===== src/rtl/global_sram_pkg.sv =====
// Shared definitions for the global SRAM controllers: phase codes, model_cfg
// field layout, default widths and the write-controller FSM encoding.
package global_sram_pkg;

    localparam int unsigned BEAT_W_DEF = 32;
    localparam int unsigned PACK_DEF   = 4;
    localparam int unsigned LINE_W_DEF = 128;
    localparam int unsigned ADDR_W_DEF = 5;
    localparam int unsigned CS_W       = 32;
    localparam int unsigned CFG_W      = 30;
    localparam int unsigned EMBD_LSB   = 1;
    localparam int unsigned EMBD_W     = 10;
    localparam int unsigned LINES_W    = 6;
    localparam int unsigned LINE_SHIFT = 4;

    localparam logic [CS_W-1:0] CS_IDLE = 32'd0;
    localparam logic [CS_W-1:0] CS_PH1  = 32'd1;
    localparam logic [CS_W-1:0] CS_PH2  = 32'd2;
    localparam logic [CS_W-1:0] CS_PH3  = 32'd3;
    localparam logic [CS_W-1:0] CS_PH4  = 32'd4;
    localparam logic [CS_W-1:0] CS_PH5  = 32'd5;
    localparam logic [CS_W-1:0] CS_PH6  = 32'd6;
    localparam logic [CS_W-1:0] CS_PH7  = 32'd7;
    localparam logic [CS_W-1:0] CS_PH8  = 32'd8;

    typedef enum logic [1:0] {
        WR_IDLE  = 2'd0,
        WR_ARMED = 2'd1,
        WR_DONE  = 2'd2
    } wr_state_e;

    // Phases whose core results are streamed back as beats.
    function automatic logic is_stream(input logic [CS_W-1:0] cs);
        return (cs == CS_PH1) || (cs == CS_PH2) || (cs == CS_PH3) || (cs == CS_PH7);
    endfunction

    function automatic logic is_nowrite(input logic [CS_W-1:0] cs);
        return (cs == CS_PH4) || (cs == CS_PH5) || (cs == CS_PH6);
    endfunction

    function automatic logic [LINES_W-1:0] lines_of(input logic [CFG_W-1:0] cfg);
        return LINES_W'(cfg[EMBD_LSB +: EMBD_W] >> LINE_SHIFT);
    endfunction

endpackage


===== src/rtl/global_sram_wr_ctrl_beat_packer.sv =====
// Collects PACK beats into one SRAM line; slot 0 lands in the low bits.
// The line-ready strobe and assembled line are combinational on the last beat.
module beat_packer
    import global_sram_pkg::*;
#(
    parameter int unsigned BEAT_W = BEAT_W_DEF,
    parameter int unsigned PACK   = PACK_DEF,
    parameter int unsigned LINE_W = LINE_W_DEF
) (
    input  logic              clk,
    input  logic              rst,
    input  logic              clear_i,
    input  logic              beat_vld_i,
    input  logic [BEAT_W-1:0] beat_i,
    output logic              line_rdy_c_o,
    output logic [LINE_W-1:0] line_data_c_o
);

    localparam int unsigned CNT_W = (PACK > 1) ? $clog2(PACK) : 1;

    logic [CNT_W-1:0]  beat_cnt_q;
    logic [LINE_W-1:0] pack_q;
    logic [LINE_W-1:0] merged_c;

    // Current pack with the incoming beat already dropped into its slot.
    always_comb begin
        merged_c = pack_q;
        merged_c[32'(beat_cnt_q) * BEAT_W +: BEAT_W] = beat_i;
    end

    assign line_rdy_c_o  = beat_vld_i && (beat_cnt_q == CNT_W'(PACK - 1));
    assign line_data_c_o = merged_c;

    always_ff @(posedge clk) begin
        if (rst || clear_i) begin
            beat_cnt_q <= '0;
            pack_q     <= '0;
        end else if (beat_vld_i) begin
            pack_q     <= merged_c;
            beat_cnt_q <= (beat_cnt_q == CNT_W'(PACK - 1)) ? '0 : beat_cnt_q + CNT_W'(1);
        end
    end

endmodule


===== src/rtl/global_sram_wr_ctrl.sv =====
// Global SRAM write controller: packs streamed beats into sequential line
// writes per phase, or forwards caller-addressed lines in the direct phase.
module global_sram_wr_ctrl
    import global_sram_pkg::*;
#(
    parameter int unsigned BEAT_W = BEAT_W_DEF,
    parameter int unsigned PACK   = PACK_DEF,
    parameter int unsigned LINE_W = LINE_W_DEF,
    parameter int unsigned ADDR_W = ADDR_W_DEF
) (
    input  logic              clk,
    input  logic              rst,
    input  logic [CS_W-1:0]   control_state,
    input  logic              control_state_update,
    input  logic              model_cfg_vld,
    input  logic [CFG_W-1:0]  model_cfg,
    input  logic              start,
    output logic              finish,
    input  logic [BEAT_W-1:0] in_beat,
    input  logic              in_beat_vld,
    input  logic [LINE_W-1:0] in_line,
    input  logic [ADDR_W-1:0] in_line_addr,
    input  logic              in_line_vld,
    output logic              global_sram_wen,
    output logic [ADDR_W-1:0] global_sram_waddr,
    output logic [LINE_W-1:0] global_sram_wdata,
    output logic              wr_overflow
);

    logic [CS_W-1:0]    cs_q;
    logic [CFG_W-1:0]   cfg_q;
    logic               start_q;
    wr_state_e          state_q, state_d;
    logic [LINES_W-1:0] line_cnt_q;
    logic               finish_q, wen_q, ovf_q;
    logic [ADDR_W-1:0]  waddr_q;
    logic [LINE_W-1:0]  wdata_q;

    logic [LINES_W-1:0] lines_c;
    logic               stream_c, nowr_c, direct_c;
    logic               abort_c, clear_c, accept_c, last_wr_c;
    logic               line_rdy_c;
    logic [LINE_W-1:0]  line_data_c;

    assign lines_c   = lines_of(cfg_q);
    assign stream_c  = is_stream(cs_q);
    assign nowr_c    = is_nowrite(cs_q);
    assign direct_c  = (cs_q == CS_PH8);
    assign abort_c   = control_state_update && (control_state != cs_q) && (state_q == WR_ARMED);
    assign clear_c   = start_q || abort_c;
    assign accept_c  = in_beat_vld && stream_c && (state_q == WR_ARMED) && !abort_c
                       && (line_cnt_q != lines_c);
    assign last_wr_c = wen_q && (line_cnt_q == lines_c);

    beat_packer #(
        .BEAT_W (BEAT_W),
        .PACK   (PACK),
        .LINE_W (LINE_W)
    ) u_packer (
        .clk           (clk),
        .rst           (rst),
        .clear_i       (clear_c),
        .beat_vld_i    (accept_c),
        .beat_i        (in_beat),
        .line_rdy_c_o  (line_rdy_c),
        .line_data_c_o (line_data_c)
    );

    always_ff @(posedge clk) begin
        if (rst) begin
            cs_q    <= CS_IDLE;
            cfg_q   <= '0;
            start_q <= 1'b0;
        end else begin
            if (control_state_update) cs_q  <= control_state;
            if (model_cfg_vld)        cfg_q <= model_cfg;
            start_q <= start;
        end
    end

    always_ff @(posedge clk) begin
        if (rst) begin
            state_q  <= WR_IDLE;
            finish_q <= 1'b0;
        end else begin
            state_q  <= state_d;
            finish_q <= (state_d == WR_DONE);
        end
    end

    // Abort beats restart; restart beats completion of the last line.
    always_comb begin
        state_d = state_q;
        if (abort_c) begin
            state_d = WR_IDLE;
        end else if (start_q && stream_c) begin
            state_d = (lines_c == '0) ? WR_DONE : WR_ARMED;
        end else if (start_q && nowr_c) begin
            state_d = WR_DONE;
        end else begin
            case (state_q)
                WR_ARMED: if (last_wr_c) state_d = WR_DONE;
                WR_DONE:  state_d = WR_IDLE;
                default:  state_d = state_q;
            endcase
        end
    end

    always_ff @(posedge clk) begin
        if (rst) begin
            wen_q      <= 1'b0;
            waddr_q    <= '0;
            wdata_q    <= '0;
            line_cnt_q <= '0;
            ovf_q      <= 1'b0;
        end else begin
            wen_q <= 1'b0;
            if (direct_c) begin
                wen_q <= in_line_vld;
                if (in_line_vld) begin
                    waddr_q <= in_line_addr;
                    wdata_q <= in_line;
                end
            end else if (line_rdy_c) begin
                wen_q   <= 1'b1;
                waddr_q <= ADDR_W'(line_cnt_q);
                wdata_q <= line_data_c;
            end
            if (clear_c)         line_cnt_q <= '0;
            else if (line_rdy_c) line_cnt_q <= line_cnt_q + LINES_W'(1);
            // A stray beat in the same cycle as the restart still counts as dropped.
            if (start_q) ovf_q <= 1'b0;
            if (in_beat_vld && stream_c && (state_q != WR_ARMED)) ovf_q <= 1'b1;
        end
    end

    assign finish            = finish_q;
    assign global_sram_wen   = wen_q;
    assign global_sram_waddr = waddr_q;
    assign global_sram_wdata = wdata_q;
    assign wr_overflow       = ovf_q;

endmodule


===== config.mk =====
export PLATFORM = sky130hd
export DESIGN_NAME = global_sram_wr_ctrl
export DESIGN_NICKNAME = d
export VERILOG_FILES = /design/src/rtl/global_sram_pkg.sv /design/src/rtl/global_sram_wr_ctrl_beat_packer.sv /design/src/rtl/global_sram_wr_ctrl.sv
export SDC_FILE = /design/constraint.sdc
export NUM_CORES = 1
export LEC_CHECK = 0
export CORE_AREA = 2 2 232 234
export DETAILED_ROUTE_END_ITERATION = 10
export DIE_AREA = 0 0 234 236
export HOLD_SLACK_MARGIN = 0.08
export PLACE_DENSITY = 0.59
export SYNTH_ARGS = -nofsm -noshare
export SYNTH_HDL_FRONTEND = slang
export SYNTH_HIERARCHICAL = 1
export SYNTH_SLANG_ARGS = --single-unit

===== constraint.sdc =====
create_clock -name clk -period 5.5 [get_ports clk]
set_input_delay 1.65 -clock clk [delete_from_list [all_inputs] [get_ports clk]]
set_output_delay 1.65 -clock clk [all_outputs]
set_load 0.005 [all_outputs]

==> reports/metrics.cfg <==
[clocking]
cts-root-buf = clkbuf_16
post-cts-setup-buffers = 0
cts-hold-fix-buffers = 0
cts_buffers = 38
cts_sinks = 313
clkTransAtPathRegs_ns = 0.06
h-tree-depth = 2
cts_tree = done
clk_latency_ns = 0.55
clock_path_buffers = 3
post_cts_resized = 0

[global_routing]
grt_max_degree = 173
antenna_found_initial = 2
overflow = 0
grt_pass1_wl_um = 80900
grt_usage_pct = 19.1
grt_pass1_vias = 13000

[setup_path]
cp_common_cell = buf_12
slowest_stage = clkdlybuf4s50_1
cp_max_fo = 38
startpoint_type = input pin
critPathTopFamily = buffers and inverters
cp_num_buf_inv = 4
worstSetupPathType = in -> reg
cp.required_ns = 5.87
worst_setup_path_end_kind = flip-flop
arrival_ns = 4.76
cpPeakStageDelay_ns = 0.58
crit_chain = clkdlybuf4s50_1 -> xnor2_1 -> nand4_1 -> nor4_1 -> a21oi_1 -> nor4b_2 -> buf_12 -> and2_4 -> buf_12 -> buf_12 -> nor2b_1 -> a211oi_1 -> a211oi_1

[yosys]
yosys.area.top_type_share_pct = 39.9
synth_edf_count = 0
synthTopCellsByArea = dfxtp_1 40%, a211oi_1 13%, mux2i_1 11%
synth_cell_types = 42
synth_nets = 1897
yosys_warnings = 6
ys_seq_area_share_pct = 39.9
yosysMostFrequentCell = dfxtp_1
synth_area_mm2 = 0.0157
ys.flop_type = dfxtp_1
synthTopCellsByCount = 313 x dfxtp_1, 268 x a211oi_1, 174 x mux2i_1, 151 x a22o_1, 136 x nor2b_1
synthArstFlopShare_pct = 0
yosysTopAreaCell = dfxtp_1
synth_cells = 1656
syn_avg_cell_area_um2 = 9.47
ys_ff_latch = 313

[run]
drv_cap = 0

[route]
firstDrtPassIters = 7
drt_iter0_markers = 1044
ant_nets = 0
drt_drc_violations_left = 0
totalWireLength_um = 55100
via_per_inst = 5.31
num_vias = 13700
post_drt_wl_per_cell_um = 21.3

[place]
dpl_cell_area_mm2 = 0.0194
pre_cts_ws_ns = 0.524
gp_congestion = 0.840
dp_hpwl_um = 36500
portBuffers = 345

[power_and_ir_drop]
p_per_area_mw_per_mm2 = 256
leakage_nw = 7.45
ir_worst_vdd_mv = 0.167

[sta]
layout_setup_ws_ns = 1.10
relSlewSlack_pct = 12.8
rsz0062_at_grt = false
fin_tns_setup_ns = 0
clock.fmax_mhz = 228
hold_viol_final = 0
fin_crit_ns = 4.40
final_max_slew_viol_count = 0
post-route-period-util_pct = 79.9
setup_violations = 0
tightest_slew_ns = 1.31
skew_ns = 0.0190

[min_path]
hold_class = reg -> reg

[floorplan]
coreArea_mm2 = 0.0531
io_pins = 370
placementRows = 85
dieArea_mm2 = 0.0552
die_h_um = 236
start_util_pct = 29.6
die_w_um = 234

[run_status]
status = complete, no violations

[cells_and_area]
final_area_mm2 = 0.0206
area_growth_pct = 31.3
finalNetCount = 2110
drive_gt1_share_pct = 5.50

==> flip-flops by register name, summed over array words and instances, names as in the netlist <==
name	count
global_sram_wdata	128
state_q	2
wr_overflow	1
start_q	1
u_packer/beat_cnt_q	2
finish	1
line_cnt_q	6
global_sram_wen	1
cfg_q	6
global_sram_waddr	5
cs_q	32
u_packer/pack_q	128
==> through the flow <==
| step | std cells | hold slack [ns] | total power [mW] | util, % |
|---|---|---|---|---|
| finish | 2590 | 0.468 | 5.27 | 38.8 |
| global route | 2590 | 0.478 | 5.47 | 38.8 |
| CTS | 2588 | 0.471 | 5.35 | 38.8 |
| detailed placement | 2525 | 0.457 | 2.82 | 36.5 |
| global placement | 2525 | 0.447 | 2.81 | 36.5 |
| floorplan | 1656 | 0.442 | 2.57 | - |
==> routing by layer <==
layer,wire (um),global-route usage (%),vias up
met1,24000,25.2,6628
met3,3220,3.40,83
li1,-,-,6613
met4,1550,6.19,0
met2,26400,31.5,419
met5,0,0,-
==> path summary, 6_finish.rpt <==
| path | start | cells after the start | slack, ns | to |
|---|---|---|---|---|
| setup / recovery | control_state[17] | 13 | 1.10 | global_sram_wdata[6] |
| hold / removal | u_packer/pack_q[120] | 1 | 0.47 | u_packer/pack_q[120] |
| setup reg to reg | cs_q[27] | 12 | 1.39 | global_sram_wdata[6] |
| hold reg to reg | u_packer/pack_q[120] | 1 | 0.47 | u_packer/pack_q[120] |
==> cell usage in the layout, fill, tap and decap left out, drive strengths merged, types with 34 or more instances in the layout <==
master / n
a211oi: 268
a22o: 151
a32oi: 64
buf: 34
clkbuf: 57
clkdlybuf4s50: 342
dfxtp: 313
inv: 41
mux2i: 174
nand2: 41
nor2: 112
nor2b: 136
xnor2: 41
==> logic make-up after synthesis <==
| kind of cell | count (synthesis) | share of synthesized area (%) |
|---|---|---|
| muxes | 174 | 11.1 |
| DFF | 313 | 39.9 |
| buffers and inverters | 244 | 7.47 |
| adders and majority gates | 8 | 0.622 |
| AOI/OAI and AO/OA | 530 | 26.7 |
| and+or+nand+nor | 343 | 11.7 |
| xor gates and xnor gates | 44 | 2.46 |
==> layout make-up <==
cell class                 instances  area [um2]
antenna                            2        5.00
clock buffer                      56        1160
clock inverter                     7        66.3
fill                            5240       32500
inverter                          40         150
multi-input combinational       1099        8270
sequential                       313        6270
tap                              696         871
timing repair buffer             377        3820
==> report_power, final <==
group | internal (mW) | total (mW) | switching [mW]
sequential | 2.29 | 2.30 | 0.0187
combinational | 0.227 | 0.461 | 0.234
clock | 1.50 | 2.51 | 1.01
total | 4.01 | 5.27 | 1.26
==> worst register-to-register path, stage by stage, from the launching register on <==
cell and delay (ns):
dfxtp_1 0.33, nor4_1 0.50, nand4_1 0.28, nor4_1 0.87
nand3_1 0.19, nor4b_2 0.49, buf_12 0.24, and2_4 0.21
buf_12 0.20, buf_12 0.24, nor2b_1 0.07, a211oi_1 0.22
a211oi_1 0.10
No activity file was read; power rests on OpenSTA's default activity.
==> patch (same settings) <==
Remove the register `finish_q`: a continuous assignment takes its place, so the output `finish` follows one clock earlier.
--- a/src/rtl/global_sram_wr_ctrl.sv
+++ b/src/rtl/global_sram_wr_ctrl.sv
@@ -82,10 +82,10 @@
         if (rst) begin
             state_q  <= WR_IDLE;
-            finish_q <= 1'b0;
         end else begin
             state_q  <= state_d;
-            finish_q <= (state_d == WR_DONE);
         end
     end
+
+    assign finish_q = (state_d == WR_DONE);
 
     // Abort beats restart; restart beats completion of the last line.
Formal check against the unedited RTL: not equivalent (a bounded check fails within 4 cycles, from zero or initial values and one cycle with rst high).
==> patch against the unedited design <==
  * Clock power rose by 2%
  * Power increased by 0.87%
  * Design area increased by 0.84%
  * Sequential cell count is 1 lower
  * Synthesized area rose by 1.2%
  * Worst setup slack got worse by 0.93 ns
  * Routed wire length is 0.80% lower
  * Sequential share of layout area down 0.35 points
  * Synthesized cell count is 0.12% lower
  * Core utilization increased by 0.33 points
  * Hold slack is essentially flat
  * Critical path type is now in2out
  * Largest cell class unchanged
  * Highest routed layer unchanged
==> patch: results (changes against the unedited design) <==
Parameter                              Value

Synth
  Proportion of synthesized chip area in sequential cells ... 39.3% (-0.60 points)
  Dominant cells by area after synthesis ... dfxtp_1 (39%), a211oi_1 (11%), mux2i_1 (11%)
  Async SR Flop Fraction ... 0% (unchanged)
  Number of warning messages in the yosys log ... 6 (unchanged)
  Average cell area after synthesis ... 9.60 sq um (+1.3%)
  Nets in the synthesized netlist ... 1,895 (-0.11%)
  Most numerous cell types in the synthesized netlist ... dfxtp_1 (312), a211oi_1 (237), mux2i_1 (174), a22o_1 (151), nor2b_1 (134)
  Distinct cells, synth ... 46 (+9.5%)

Clock tree
  Maximum count of clock buffers along a single path ... 3 (unchanged)
  Cells resized by post-CTS repair ... 0 (unchanged)
  Clock H-tree levels ... 2 (unchanged)
  TritonCTS buffer count ... 38 (unchanged)
  Clk Latency, worst-skew pair ... between 0.5 and 0.6 ns
  Buffers inserted during post-CTS setup optimization ... 0 (unchanged)
  Clock transition at the registers of the reported paths ... 0.05 ns
  Root buffer cell ... clkbuf_16

Worst setup path
  Largest stage delay, worst path ... 0.54 ns (-0.04 ns)
  R2r endpoint ... global_sram_wdata[63]
  Number of cells on the worst reg-to-reg path ... 6 (-6)
  Library cell contributing the largest single delay on the critical path ... clkdlybuf4s50_1
  Worst-path maximum fanout ... 2 (-95%)
  Crit Reg-Reg Startpoint ... u_packer/beat_cnt_q[0]
  R2R Setup Slk ... 2.17 ns (+0.78 ns)
  Arrival time reported for the critical path endpoint ... 3.68 ns (-1.08 ns)

Drt
  Total Routed Length ... 54,700 um (-0.80%)
  DR pass1 iterations ... 7 (unchanged)
  Via density per instance ... 5.29 (-0.21%)
  Number of DRC markers after the initial detailed-route iteration ... 1,213 (+16%)
  Antenna Violating Nets Remaining ... 0 (unchanged)

Worst hold path
  Hold-critical path endpoint ... u_packer/pack_q[110]
  Worst hold path stage count ... 1 (unchanged)
  Class of the worst hold path ... reg2reg
  Worst min-delay path startpoint ... u_packer/pack_q[110]

Finish
  Number of filler cells placed in the layout ... 5,196 (-0.84%)
  Post-Route Utilization ... 39.1% (+0.33 points)
  Fraction of final layout cells sized beyond drive strength 1 ... 7.18% (+1.7 points)
  Fin nets ... 2,108 (-0.095%)
  Final Non-Filler Cells ... 2,594 (+0.15%)

STA
  Max-slew headroom at the worst pin ... 17.4% (+4.5 points)
  Post-route clock skew ... 0.0214 ns (+0.00238 ns)

Global route
  Wire length of the first global-routing pass ... 81,400 um (+0.59%)
  Vias in the first global route ... 13,172 (+1.1%)
  Initial antenna violation count ... 4 (+2)
  Maximum number of pins on one net before global-route repair ... 168 (-2.9%)
  Total GRT Usage ... 19.1% (-0.042 points)

Pwr
  Maximum vdd ir drop ... 0.180 mV (+7.9%)
  Leakage Power ... 7.49 nW (+0.53%)

Placement
  Cell area after placement ... 0.0195 sq mm (+0.63%)
  Cell Count Post-Placement ... 2,523 (-0.079%)
  RD Place Congestion ... 0.797 (-5.2%)
  Total half-perimeter wirelength after legalization and detailed placement ... 36,400 um (-0.42%)
  Number of port buffers ... 345 (unchanged)

Outcome
  Run status ... completed
-- patch: logic make-up (layout without fill, tap and decap cells) --
logic type / Yosys count / in the layout / share of synthesized area [%]
xor gates and xnor gates: 44 / 44 / 2.43
AOI/OAI and AO/OA: 531 / 531 / 27.3
DFF: 312 / 312 / 39.3
and+or+nand+nor: 341 / 341 / 11.4
buffers and inverters: 244 / 484 / 7.86
other: 0 / 4 / 0
adders and majority gates: 8 / 8 / 0.615
muxes: 174 / 174 / 11.0
-- patch: critical path: cells and delay by family --
kind | cells | cell delay (ns)
AOI/OAI and AO/OA | 1 | 0.16
xor gates and xnor gates | 1 | 0.13
buffers and inverters | 2 | 1.05
and+or+nand+nor | 3 | 0.68
-- patch: worst max path at each step --
stage,from,to,slack [ns]
floorplan,control_state[2],finish,1.12
global placement,control_state[4],finish,0.07
detailed placement,control_state[30],finish,0.08
CTS,control_state[30],finish,0.07
global route,control_state[9],finish,0.05
finish,control_state[30],finish,0.17
-- patch: cell type report --
cell class              instances  area share, %
diodes                          4         0.0482
clock buffers                  57           5.50
clock inverters                10          0.590
inverters                      41          0.741
multi-input cells            1098           40.5
flip-flops and latches        312           30.1
well taps                     696           4.19
repair buffers                376           18.3
-- patch: routing by layer --
| layer | share of wire [%] | up-vias | GRT usage (%) | wire length, um |
|---|---|---|---|---|
| li1 | - | 6637 | - | - |
| met1 | 45 | 6582 | 25.9 | 24800 |
| met2 | 45 | 424 | 29.7 | 24700 |
| met3 | 5.8 | 92 | 3.34 | 3160 |
| met4 | 3.6 | 0 | 8.19 | 1970 |
| met5 | 0 | - | 0 | 0 |
-- patch: report_power, final --
part / total, mW / switching [mW] / internal (mW)
clock: 2.56 / 1.03 / 1.53
sequential: 2.30 / 0.0198 / 2.28
combinational: 0.458 / 0.232 / 0.227
total: 5.32 / 1.28 / 4.04
-- patch: through the flow --
step                      hold WS (ns)  power [mW]  worst slack [ns]
after floorplan                  0.442        2.56              1.12
after global placement           0.447        2.80            0.0737
after detailed placement         0.458        2.80            0.0756
after CTS                        0.470        5.38            0.0742
after global routing             0.490        5.49            0.0482
final                            0.467        5.32             0.174
